===== config.mk =====
export PLATFORM = sky130hd
export DESIGN_NAME = snoop_mgmt_bus_range_router_flat
export DESIGN_NICKNAME = d
export VERILOG_FILES = /design/src/rtl/snoop_mgmt_bus_range_router_pkg.sv /design/src/rtl/snoop_mgmt_bus_range_router_if.sv /design/src/rtl/snoop_mgmt_bus_range_router_lookup.sv /design/src/rtl/snoop_mgmt_bus_range_router.sv /design/src/flat_wrapper.sv
export SDC_FILE = /design/constraint.sdc
export NUM_CORES = 1
export LEC_CHECK = 0
export ABC_AREA = 0
export BUFFER_PORTS_ARGS = -buffer_cell sky130_fd_sc_hd__clkbuf_2
export CORE_AREA = 2 2 93 95
export CTS_BUF_LIST = sky130_fd_sc_hd__clkbuf_4 sky130_fd_sc_hd__clkbuf_8
export DETAILED_ROUTE_END_ITERATION = 8
export DIE_AREA = 0 0 95 97
export PLACE_DENSITY = 0.91
export SLEW_MARGIN = 20
export SYNTH_ARGS = -nofsm -noshare
export SYNTH_HDL_FRONTEND = slang
export SYNTH_SLANG_ARGS = --single-unit

===== constraint.sdc =====
create_clock -name dsp_user_clk -period 2.89 [get_ports dsp_user_clk]
set_clock_uncertainty 0.05 [all_clocks]
set_input_delay 0.578 -clock dsp_user_clk [delete_from_list [all_inputs] [get_ports dsp_user_clk]]
set_output_delay 0.578 -clock dsp_user_clk [all_outputs]
set_load 0.1 [all_outputs]

===== src/rtl/snoop_mgmt_bus_range_router_pkg.sv =====
// snoop_bus_pkg: register addresses and field types shared by the
// bus-number snoop / range router. Optional macro: SNOOP_SBR_CLEAR_EN.
package snoop_bus_pkg;

    localparam logic [9:0] PRI_BUS_NUM_REG_ADDR = 10'h6;
    localparam logic [9:0] BRIDGE_CTRL_REG_ADDR = 10'hF;
    localparam int         SBR_BIT              = 22;

    typedef struct packed {
        logic [7:0] pri;
        logic [7:0] sec;
        logic [7:0] sub;
    } bus_range_t;

    typedef struct packed {
        logic pri;
        logic sec;
        logic sub;
    } bus_rdy_t;

endpackage


===== src/rtl/snoop_mgmt_bus_range_router_if.sv =====
// Config-management snoop bus plus the bus-number lookup request/response.
// master = requester (config master / TLP router), slave = the router block.
interface snoop_mgmt_bus_range_router_if #(
    parameter int IDX_W = 1
);
    logic             cfg_mgmt_write;
    logic             cfg_mgmt_read_write_done;
    logic [9:0]       cfg_mgmt_addr;
    logic [15:0]      cfg_mgmt_function_number;
    logic [31:0]      cfg_mgmt_write_data;
    logic [3:0]       cfg_mgmt_byte_enable;

    logic             lookup_valid;
    logic [7:0]       lookup_bus;
    logic             lookup_resp_valid;
    logic             lookup_hit;
    logic [IDX_W-1:0] lookup_port;
    logic             lookup_multi_hit;

    modport master (
        output cfg_mgmt_write, cfg_mgmt_read_write_done, cfg_mgmt_addr,
               cfg_mgmt_function_number, cfg_mgmt_write_data, cfg_mgmt_byte_enable,
               lookup_valid, lookup_bus,
        input  lookup_resp_valid, lookup_hit, lookup_port, lookup_multi_hit
    );

    modport slave (
        input  cfg_mgmt_write, cfg_mgmt_read_write_done, cfg_mgmt_addr,
               cfg_mgmt_function_number, cfg_mgmt_write_data, cfg_mgmt_byte_enable,
               lookup_valid, lookup_bus,
        output lookup_resp_valid, lookup_hit, lookup_port, lookup_multi_hit
    );
endinterface


===== src/rtl/snoop_mgmt_bus_range_router_lookup.sv =====
// bus_range_lookup: combinational range match across all ports,
// lowest-index winner and a more-than-one-match flag. Parent registers it.
module bus_range_lookup #(
    parameter int N_PORTS = 2,
    parameter int IDX_W   = 1
) (
    input  logic [N_PORTS-1:0][7:0] i_sec,
    input  logic [N_PORTS-1:0][7:0] i_sub,
    input  logic [N_PORTS-1:0]      i_vld,
    input  logic [7:0]              i_bus,
    output logic                    o_hit,
    output logic [IDX_W-1:0]        o_port,
    output logic                    o_multi
);
    logic [N_PORTS-1:0] w_match;
    logic [3:0]         w_cnt;

    for (genvar gi = 0; gi < N_PORTS; gi++) begin : g_cmp
        assign w_match[gi] = i_vld[gi] & (i_bus >= i_sec[gi]) & (i_bus <= i_sub[gi]);
    end

    // Priority encode: scan downward so the lowest matching index is the last assignment
    always_comb begin
        o_port = '0;
        for (int i = N_PORTS - 1; i >= 0; i--) begin
            if (w_match[i]) o_port = IDX_W'(i);
        end
    end

    // Population count of matches, only "more than one" is used
    always_comb begin
        w_cnt = '0;
        for (int i = 0; i < N_PORTS; i++) begin
            w_cnt = w_cnt + 4'(w_match[i]);
        end
    end

    assign o_hit   = |w_match;
    assign o_multi = (w_cnt > 4'd1);

endmodule


===== src/rtl/snoop_mgmt_bus_range_router.sv =====
// snoop_mgmt_bus_range_router: snoops Type-1 bus-number writes for N_PORTS
// downstream functions, keeps per-port ranges and serves a registered
// bus -> port lookup. Optional macro: SNOOP_SBR_CLEAR_EN (Secondary Bus
// Reset in Bridge Control drops that port's sec/sub ready flags).
module snoop_mgmt_bus_range_router
    import snoop_bus_pkg::*;
#(
    parameter int N_PORTS     = 2,
    parameter int IDX_W       = (N_PORTS > 1) ? $clog2(N_PORTS) : 1,
    parameter bit REQUIRE_PRI = 1'b0
) (
    input  logic                     dsp_user_clk,
    input  logic                     sys_reset_n,
    snoop_mgmt_bus_range_router_if.slave bus,
    input  logic                     usp_bus_num_rdy,
    input  logic [N_PORTS-1:0]       port_clear,
    output logic [8*N_PORTS-1:0]     pri_bus,
    output logic [8*N_PORTS-1:0]     sec_bus,
    output logic [8*N_PORTS-1:0]     sub_bus,
    output logic [N_PORTS-1:0]       port_rdy,
    output logic [N_PORTS-1:0]       range_err,
    output logic [N_PORTS-1:0]       bus_update,
    output logic                     all_bus_numbers_ready
);
    logic                     w_fn_ok;
    logic                     w_wr;
    logic                     w_cap;
    logic                     w_sbr;
    logic [IDX_W-1:0]         w_fn_idx;
    logic [31:0]              w_d;
    logic [3:0]               w_be;
    logic [N_PORTS-1:0][7:0]  w_sec_v;
    logic [N_PORTS-1:0][7:0]  w_sub_v;
    logic                     w_hit;
    logic [IDX_W-1:0]         w_port;
    logic                     w_multi;
    logic                     w_unused;

    logic                     r_vld;
    logic                     r_hit;
    logic [IDX_W-1:0]         r_port;
    logic                     r_multi;

    assign w_d      = bus.cfg_mgmt_write_data;
    assign w_be     = bus.cfg_mgmt_byte_enable;
    // Full 16-bit compare also rejects aliases with high function-number bits set
    assign w_fn_ok  = (bus.cfg_mgmt_function_number < 16'(N_PORTS));
    assign w_fn_idx = bus.cfg_mgmt_function_number[IDX_W-1:0];
    assign w_wr     = bus.cfg_mgmt_write & bus.cfg_mgmt_read_write_done & w_fn_ok;
    assign w_cap    = w_wr & (bus.cfg_mgmt_addr == PRI_BUS_NUM_REG_ADDR);
`ifdef SNOOP_SBR_CLEAR_EN
    assign w_sbr    = w_wr & (bus.cfg_mgmt_addr == BRIDGE_CTRL_REG_ADDR) & w_be[2] & w_d[SBR_BIT];
`else
    assign w_sbr    = 1'b0;
`endif
    // Latency timer byte and be[3] are never captured
    assign w_unused = ^{w_d[31:24], w_be[3], w_sbr};

    for (genvar gi = 0; gi < N_PORTS; gi++) begin : g_port
        bus_range_t r_rng;
        bus_rdy_t   r_rdy;
        logic       r_upd;
        logic       w_sel;
        logic       w_chg;
        logic       w_err;

        assign w_sel = w_cap & (w_fn_idx == IDX_W'(gi));
        // A pulse is due when any enabled byte differs or lands in an empty field
        assign w_chg = (w_be[0] & ((w_d[7:0]   != r_rng.pri) | ~r_rdy.pri))
                     | (w_be[1] & ((w_d[15:8]  != r_rng.sec) | ~r_rdy.sec))
                     | (w_be[2] & ((w_d[23:16] != r_rng.sub) | ~r_rdy.sub));

        // Field/flag capture; port_clear beats a same-cycle write to this port
        always_ff @(posedge dsp_user_clk or negedge sys_reset_n) begin
            if (!sys_reset_n) begin
                r_rng <= '0;
                r_rdy <= '0;
                r_upd <= 1'b0;
            end else begin
                r_upd <= 1'b0;
                if (port_clear[gi]) begin
                    r_rng <= '0;
                    r_rdy <= '0;
                end else if (w_sel) begin
                    if (w_be[0]) begin r_rng.pri <= w_d[7:0];   r_rdy.pri <= 1'b1; end
                    if (w_be[1]) begin r_rng.sec <= w_d[15:8];  r_rdy.sec <= 1'b1; end
                    if (w_be[2]) begin r_rng.sub <= w_d[23:16]; r_rdy.sub <= 1'b1; end
                    r_upd <= w_chg;
                end else if (w_sbr && (w_fn_idx == IDX_W'(gi))) begin
                    r_rdy.sec <= 1'b0;
                    r_rdy.sub <= 1'b0;
                end
            end
        end

        assign w_err           = r_rdy.sec & r_rdy.sub &
                                 ((r_rng.sec == 8'd0) | (r_rng.sec > r_rng.sub));
        assign range_err[gi]   = w_err;
        assign port_rdy[gi]    = r_rdy.sec & r_rdy.sub & ~w_err & (r_rdy.pri | ~REQUIRE_PRI);
        assign bus_update[gi]  = r_upd;
        assign pri_bus[8*gi +: 8] = r_rng.pri;
        assign sec_bus[8*gi +: 8] = r_rng.sec;
        assign sub_bus[8*gi +: 8] = r_rng.sub;
        assign w_sec_v[gi]     = r_rng.sec;
        assign w_sub_v[gi]     = r_rng.sub;
    end

    assign all_bus_numbers_ready = usp_bus_num_rdy & (&port_rdy);

    bus_range_lookup #(
        .N_PORTS (N_PORTS),
        .IDX_W   (IDX_W)
    ) u_lookup (
        .i_sec   (w_sec_v),
        .i_sub   (w_sub_v),
        .i_vld   (port_rdy),
        .i_bus   (bus.lookup_bus),
        .o_hit   (w_hit),
        .o_port  (w_port),
        .o_multi (w_multi)
    );

    // One-stage lookup response; result fields are forced to 0 when not valid
    always_ff @(posedge dsp_user_clk or negedge sys_reset_n) begin
        if (!sys_reset_n) begin
            r_vld   <= 1'b0;
            r_hit   <= 1'b0;
            r_port  <= '0;
            r_multi <= 1'b0;
        end else begin
            r_vld   <= bus.lookup_valid;
            r_hit   <= bus.lookup_valid & w_hit;
            r_port  <= (bus.lookup_valid & w_hit) ? w_port : '0;
            r_multi <= bus.lookup_valid & w_multi;
        end
    end

    assign bus.lookup_resp_valid = r_vld;
    assign bus.lookup_hit        = r_hit;
    assign bus.lookup_port       = r_port;
    assign bus.lookup_multi_hit  = r_multi;

endmodule


===== src/flat_wrapper.sv =====
// flat-port wrapper written by rule: the top's interface ports become plain ports
module snoop_mgmt_bus_range_router_flat import snoop_bus_pkg::*;
#(
    parameter int N_PORTS     = 2,
    parameter int IDX_W       = (N_PORTS > 1) ? $clog2(N_PORTS) : 1,
    parameter bit REQUIRE_PRI = 1'b0
)
  (dsp_user_clk, sys_reset_n, usp_bus_num_rdy, port_clear, pri_bus, sec_bus, sub_bus, port_rdy, range_err, bus_update, all_bus_numbers_ready, bus_cfg_mgmt_write, bus_cfg_mgmt_read_write_done, bus_cfg_mgmt_addr, bus_cfg_mgmt_function_number, bus_cfg_mgmt_write_data, bus_cfg_mgmt_byte_enable, bus_lookup_valid, bus_lookup_bus, bus_lookup_resp_valid, bus_lookup_hit, bus_lookup_port, bus_lookup_multi_hit);
  snoop_mgmt_bus_range_router_if #(.IDX_W(IDX_W)) bus_i ();
  input  logic dsp_user_clk;
  input  logic sys_reset_n;
  input  logic usp_bus_num_rdy;
  input  logic [N_PORTS-1:0] port_clear;
  output logic [8*N_PORTS-1:0] pri_bus;
  output logic [8*N_PORTS-1:0] sec_bus;
  output logic [8*N_PORTS-1:0] sub_bus;
  output logic [N_PORTS-1:0] port_rdy;
  output logic [N_PORTS-1:0] range_err;
  output logic [N_PORTS-1:0] bus_update;
  output logic all_bus_numbers_ready;
  input wire logic [$bits(bus_i.cfg_mgmt_write)-1:0] bus_cfg_mgmt_write;
  input wire logic [$bits(bus_i.cfg_mgmt_read_write_done)-1:0] bus_cfg_mgmt_read_write_done;
  input wire logic [$bits(bus_i.cfg_mgmt_addr)-1:0] bus_cfg_mgmt_addr;
  input wire logic [$bits(bus_i.cfg_mgmt_function_number)-1:0] bus_cfg_mgmt_function_number;
  input wire logic [$bits(bus_i.cfg_mgmt_write_data)-1:0] bus_cfg_mgmt_write_data;
  input wire logic [$bits(bus_i.cfg_mgmt_byte_enable)-1:0] bus_cfg_mgmt_byte_enable;
  input wire logic [$bits(bus_i.lookup_valid)-1:0] bus_lookup_valid;
  input wire logic [$bits(bus_i.lookup_bus)-1:0] bus_lookup_bus;
  output wire logic [$bits(bus_i.lookup_resp_valid)-1:0] bus_lookup_resp_valid;
  output wire logic [$bits(bus_i.lookup_hit)-1:0] bus_lookup_hit;
  output wire logic [$bits(bus_i.lookup_port)-1:0] bus_lookup_port;
  output wire logic [$bits(bus_i.lookup_multi_hit)-1:0] bus_lookup_multi_hit;
  assign bus_i.cfg_mgmt_write = bus_cfg_mgmt_write;
  assign bus_i.cfg_mgmt_read_write_done = bus_cfg_mgmt_read_write_done;
  assign bus_i.cfg_mgmt_addr = bus_cfg_mgmt_addr;
  assign bus_i.cfg_mgmt_function_number = bus_cfg_mgmt_function_number;
  assign bus_i.cfg_mgmt_write_data = bus_cfg_mgmt_write_data;
  assign bus_i.cfg_mgmt_byte_enable = bus_cfg_mgmt_byte_enable;
  assign bus_i.lookup_valid = bus_lookup_valid;
  assign bus_i.lookup_bus = bus_lookup_bus;
  assign bus_lookup_resp_valid = bus_i.lookup_resp_valid;
  assign bus_lookup_hit = bus_i.lookup_hit;
  assign bus_lookup_port = bus_i.lookup_port;
  assign bus_lookup_multi_hit = bus_i.lookup_multi_hit;
  snoop_mgmt_bus_range_router #(.N_PORTS(N_PORTS), .IDX_W(IDX_W), .REQUIRE_PRI(REQUIRE_PRI)) u_core (.dsp_user_clk(dsp_user_clk), .sys_reset_n(sys_reset_n), .bus(bus_i), .usp_bus_num_rdy(usp_bus_num_rdy), .port_clear(port_clear), .pri_bus(pri_bus), .sec_bus(sec_bus), .sub_bus(sub_bus), .port_rdy(port_rdy), .range_err(range_err), .bus_update(bus_update), .all_bus_numbers_ready(all_bus_numbers_ready));
endmodule

# Word-level counts from Yosys, hierarchy flattened

Cells that the tools add are included.

Bits in registers: 60
Input bits: 78
Output and inout port bits: 59
Word-level logic and storage cells: 120

Add/sub/neg operators: 1
$lt $le $gt $ge: 8
Eq/ne operators: 7
Muxes and demuxes: 23
Bitwise operators: 45
Reduce and logical (&&, ||, !) cells: 18

Operators by type and width:

| operator              | count |
|---|---|
| $mux W24              | 4 |
| $ne A8 B8 Y1          | 6 |
| $and A1 B1 Y1         | 24 |
| $mux W8               | 3 |
| $ge A8 B8 Y1          | 2 |
| $gt A8 B8 Y1          | 2 |
| $le A8 B8 Y1          | 2 |
| $logic_not A8 Y1      | 2 |
| $lt A16 B2 Y1 const B | 1 |
| $reduce_bool A2 Y1    | 8 |
| $reduce_and A2 Y1     | 7 |
| $mux W1               | 12 |
| $or A1 B1 Y1          | 12 |
| $eq A10 B3 Y1 const B | 1 |
| $not A1 Y1            | 9 |
| $mux W3               | 2 |
| $mux W2               | 2 |
| $add A1 B1 Y2         | 1 |
| $gt A2 B1 Y1 const B  | 1 |
| $reduce_or A2 Y1      | 1 |

# Longest topological paths before layout

Depth after elaboration: 10
Depth in mapped cells: 8
Mapped depth without buffers: 8

# Hierarchy

From an unflattened synthesis, not the netlist that was laid out.

Cell total of the unflattened synthesis: 464
Area, all modules: 4,434.3 um^2

By module, submodules not included:

| module                      | instances | cells each | area an instance (um^2) |
|---|---|---|---|
| snoop_mgmt_bus_range_router | 1         | 349        | 3,624.7 |
| bus_range_lookup            | 1         | 115        | 809.5 |

# Least setup slack after synthesis

No wires, ideal clock.

Kind: register to output
From: register u_core.g_port[1].r_rng (netlist bit u_core.sub_bus[13])
To: output port all_bus_numbers_ready
Arrival time: 3,772 ps
Setup slack: -1,510 ps
Cell stages (with the launch flop): 9
Path buffers: 0
Path through: dfrtp_1 -> inv_1 -> ha_1 -> a211oi_1 -> nor2_1 -> o31a_1 -> a211o_1 -> inv_1 -> and3_1

Longest elaborated chain between the ends: 7

RTL lines:

| item                  | line                               | source |
|---|---|---|
| start, declared       | snoop_mgmt_bus_range_router.sv:60  | `bus_range_t r_rng;` |
| $gt A8 B8 Y1          | snoop_mgmt_bus_range_router.sv:97  | `((r_rng.sec == 8'd0) \| (r_rng.sec > r_rng.sub));` |
| $or A1 B1 Y1          | snoop_mgmt_bus_range_router.sv:97  |  |
| $and A1 B1 Y1         | snoop_mgmt_bus_range_router.sv:96  | `assign w_err = r_rdy.sec & r_rdy.sub &` |
| $not A1 Y1            | snoop_mgmt_bus_range_router.sv:99  | `assign port_rdy[gi] = r_rdy.sec & r_rdy.sub & ~w_err & (r_rdy.pri \| ~REQUIRE_PRI);` |
| $and A1 B1 Y1         | snoop_mgmt_bus_range_router.sv:99  |  |
| named net port_rdy[1] | flat_wrapper.sv:17                 | `output logic [N_PORTS-1:0] port_rdy;` |
| $reduce_and A2 Y1     | snoop_mgmt_bus_range_router.sv:108 | `assign all_bus_numbers_ready = usp_bus_num_rdy & (&port_rdy);` |
| $and A1 B1 Y1         | snoop_mgmt_bus_range_router.sv:108 |  |
| end, declared         | flat_wrapper.sv:20                 | `output logic all_bus_numbers_ready;` |

The timed path passes the listed nets, and every way through them passes these cells.

# Worst setup path after layout

From: register u_core.g_port[1].r_rng (netlist bit u_core.sub_bus[14])
To: output port all_bus_numbers_ready

Longest elaborated chain between the ends: 7

RTL lines:

| item              | line |
|---|---|
| $gt A8 B8 Y1      | snoop_mgmt_bus_range_router.sv:97 |
| $or A1 B1 Y1      | snoop_mgmt_bus_range_router.sv:97 |
| $and A1 B1 Y1     | snoop_mgmt_bus_range_router.sv:96 |
| $not A1 Y1        | snoop_mgmt_bus_range_router.sv:99 |
| $and A1 B1 Y1     | snoop_mgmt_bus_range_router.sv:99 |
| $reduce_and A2 Y1 | snoop_mgmt_bus_range_router.sv:108 |
| $and A1 B1 Y1     | snoop_mgmt_bus_range_router.sv:108 |

No other way between the ends.

==> impl_metrics.py <==
metrics = {
    "global_routing": {
        "grt_util_met3": 0.0623,
        "grt_pass1_wl_um": 20700,
        "grt_max_degree": 29,
        "grt_overflow": 0,
        "met2_usage": 0.480,
        "globalRoute.busiestLayer": "met2",
        "grt_usage": 0.290,
        "grt_pass1_vias": 4319,
        "antenna_found_initial": 0,
        "grtUsageMet1": 0.345,
    },
    "power": {
        "p_sw_uw": 479,
        "power.density_nw_per_um2": 333,
        "leakage_nw": 2.81,
        "ir_worst_vdd_uv": 229,
        "swShare": 0.260,
        "combPwrFrac": 0.120,
        "pwr-share-clk": 0.425,
        "p_int_mw": 1.37,
        "p_seq_frac": 0.455,
    },
    "worst_setup_path": {
        "worstPathArrival_ns": 2.47,
        "end_kind": "output port",
        "cp-start-kind": "register",
        "required_ns": 2.26,
        "path_class": "register to output port",
        "reg2reg_depth": 9,
        "worstPathMaxFanout": 2,
    },
    "layout": {
        "layout-drive-gt1-share": 0.383,
        "areaGrowthSynthToFinish_pct": 31.2,
        "final_common_cell": "clkbuf_2",
        "fin_nets": 700,
        "antenna_cells": 0,
        "final_cell_mix": "122 x clkbuf_2, 44 x ha_1, 42 x xor2_1, 40 x nor2_1, 33 x inv_1",
    },
    "placed_design": {
        "pre_cts_slack_ns": 0.125,
        "gp_congestion": 0.925,
        "io_buffers": 127,
        "dp.final_hpwl_um": 9950,
    },
    "drt": {
        "drc": 0,
        "drt_iter0_drc": 296,
        "routed_wl_um": 13000,
        "firstDrtPassIters": 5,
        "avgViaCountPerCell": 6.00,
        "vias": 4104,
        "drtAntennaViolNets": 0,
        "wl_per_cell_um": 19.0,
    },
    "sta": {
        "max_slew_margin": 0.527,
        "rsz0062_at_grt": "true",
        "min_period_ns": 3.10,
        "hold_slack_ns": 0.188,
        "hold_violations": 0,
        "period_share": 1.07,
        "clock.fmax_ghz": 0.322,
        "worst_pin_slew_ns": 0.709,
        "worst_slack_ns": -0.213,
        "drv_slew": 0,
        "setup_viol": 2,
    },
    "clocking": {
        "root_buffer": "clkbuf_8",
        "cts_sinks": 60,
        "cts_max_path_buffers": 2,
        "cts_tree": "yes",
        "postCtsHoldBufs": 0,
        "clk-insertion-delay-late_ns": 0.35,
        "htreeDepth": 3,
        "cts_made_buffers": 9,
        "clk_transition_reported_paths_ns": 0.07,
    },
    "floorplan": {
        "die_area_um2": 9220,
        "rows": 33,
        "start_util": 0.518,
        "die_h_um": 97,
        "pin_count": 137,
        "dieWidth_um": 95,
        "fp.coreArea_um2": 8130,
    },
    "run": {
        "maxCapViolCount": 0,
    },
    "synth": {
        "synthArstFlopShare": 1.00,
        "synth-edff-count": 0,
        "synth_warnings": 0,
        "syn_nets": 555,
        "synthCells": 429,
        "synth_top_area_frac": 0.356,
        "synth_cell_types": 49,
        "avgSynthCellArea_um2": 9.83,
        "synth.yosys.seq_area_share": 0.356,
        "synth.area.top_cells": "dfrtp_1 36%, ha_1 14%, xor2_1 8.7%",
        "synth_seq_cells": 60,
        "ys.flop_type": "dfrtp_1",
        "synth_largest_area_cell": "dfrtp_1",
        "synth_area_um2": 4220,
    },
    "outcome": {
        "status": "complete, but fails checks",
        "violations": "setup timing",
    },
    "hold_path": {
        "holdCritPathClass": "primary input to asynchronous set/reset pin",
    },
}
power by group through the flow:
stage	logic, mW	registers, mW	clock network, mW
after floorplan	0.0849	0.862	0
after global placement	0.197	0.857	0
after detailed placement	0.214	0.857	0
after CTS	0.216	0.840	0.789
after global routing	0.242	0.839	0.829
final	0.221	0.840	0.783
area by class of cell:
type	instances	area, µm²
clock buffer	12	153
clock inverter	4	50.0
fill	578	2600
inverter	42	173
multi-input combinational	313	2560
sequential	60	1590
tap	105	131
timing repair buffer	148	868
through the flow:
stage                     cell area (µm²)  utilization  total power [mW]  std cells  TNS, ns
after floorplan                      4370            -             0.947        429   -0.281
after global placement               5170        0.636              1.05        654        0
after detailed placement             5170        0.636              1.07        654        0
after CTS                            5440        0.669              1.84        678   -0.245
after global routing                 5530        0.680              1.91        684   -0.481
final                                5530        0.680              1.84        684   -0.352
final timing paths:
| path | startpoint | endpoint | slack [ns] |
|---|---|---|---|
| min in group dsp_user_clk | bus_lookup_valid | u_core.bus.lookup_resp_valid | 0.32 |
| hold reg to reg | u_core.g_port[1].r_rdy[2] | u_core.g_port[1].r_rdy[2] | 0.47 |
| max in group asynchronous | sys_reset_n | u_core.sec_bus[11] | 1.89 |
| setup / recovery | u_core.sub_bus[14] | all_bus_numbers_ready | -0.21 |
| setup reg to reg | u_core.sub_bus[14] | u_core.bus.lookup_multi_hit | 0.47 |
| hold / removal | sys_reset_n | u_core.sub_bus[7] | 0.19 |
sequential cells by signal (all words and copies together) (netlist names):
register                      cells
u_core.bus.lookup_resp_valid      1
u_core.bus.lookup_port            1
u_core.bus.lookup_hit             1
u_core.g_port.r_upd               2
u_core.pri_bus                   16
u_core.sec_bus                   16
u_core.bus.lookup_multi_hit       1
u_core.sub_bus                   16
u_core.g_port.r_rdy               6
metal layers:
metal | part of all wire | up-vias
met5 | 0 | -
met4 | 0.054 | 0
met3 | 0.087 | 75
met2 | 0.50 | 245
met1 | 0.36 | 1941
li1 | - | 1843
Yosys cell counts (2+ instances only):
master,number
dfrtp_1,60
ha_1,48
inv_1,42
xor2_1,42
nor2_1,41
mux2i_1,32
a21oi_1,20
nand4_1,18
a22o_1,16
nor4_1,11
nor3_1,10
nand2_1,9
buf_4,7
o21ai_0,7
xnor2_1,6
a211o_1,5
nand3_1,5
and3_1,4
and4_1,3
buf_2,3
clkbuf_1,3
a211oi_1,2
a21o_1,2
and3b_1,2
and4b_1,2
nand2b_1,2
nor2b_1,2
nor4_2,2
o211ai_1,2
o21a_1,2
worst max-delay path, cell delays in order, from the launching register on:
cell and delay, ns:
dfrtp_4 0.49, inv_4 0.09, ha_4 0.20, o21ai_0 0.19
nor2_1 0.11, nand4bb_1 0.23, a211o_1 0.38, clkinvlp_4 0.09
and3_4 0.18, buf_12 0.17
cell families after synthesis:
kind of cell,after synthesis,share of synthesized area
adder cells (fa/ha/maj),48,0.142
AND/OR/NAND/NOR,117,0.153
AO/OA/AOI/OAI,68,0.115
XOR/XNOR,48,0.0997
flip-flops,60,0.356
multiplexers,32,0.0760
buffers and inverters,56,0.0570
what timing repair did:
item                                    4_1_cts  5_1_grt
pin swaps                                     2        3
endpoints found under the setup margin        2        5
resized for setup                             3       11
cloned                                        0        0
hold endpoints to repair                      0        0
setup buffers                                 8        7
(Power assumes the default switching activity.)
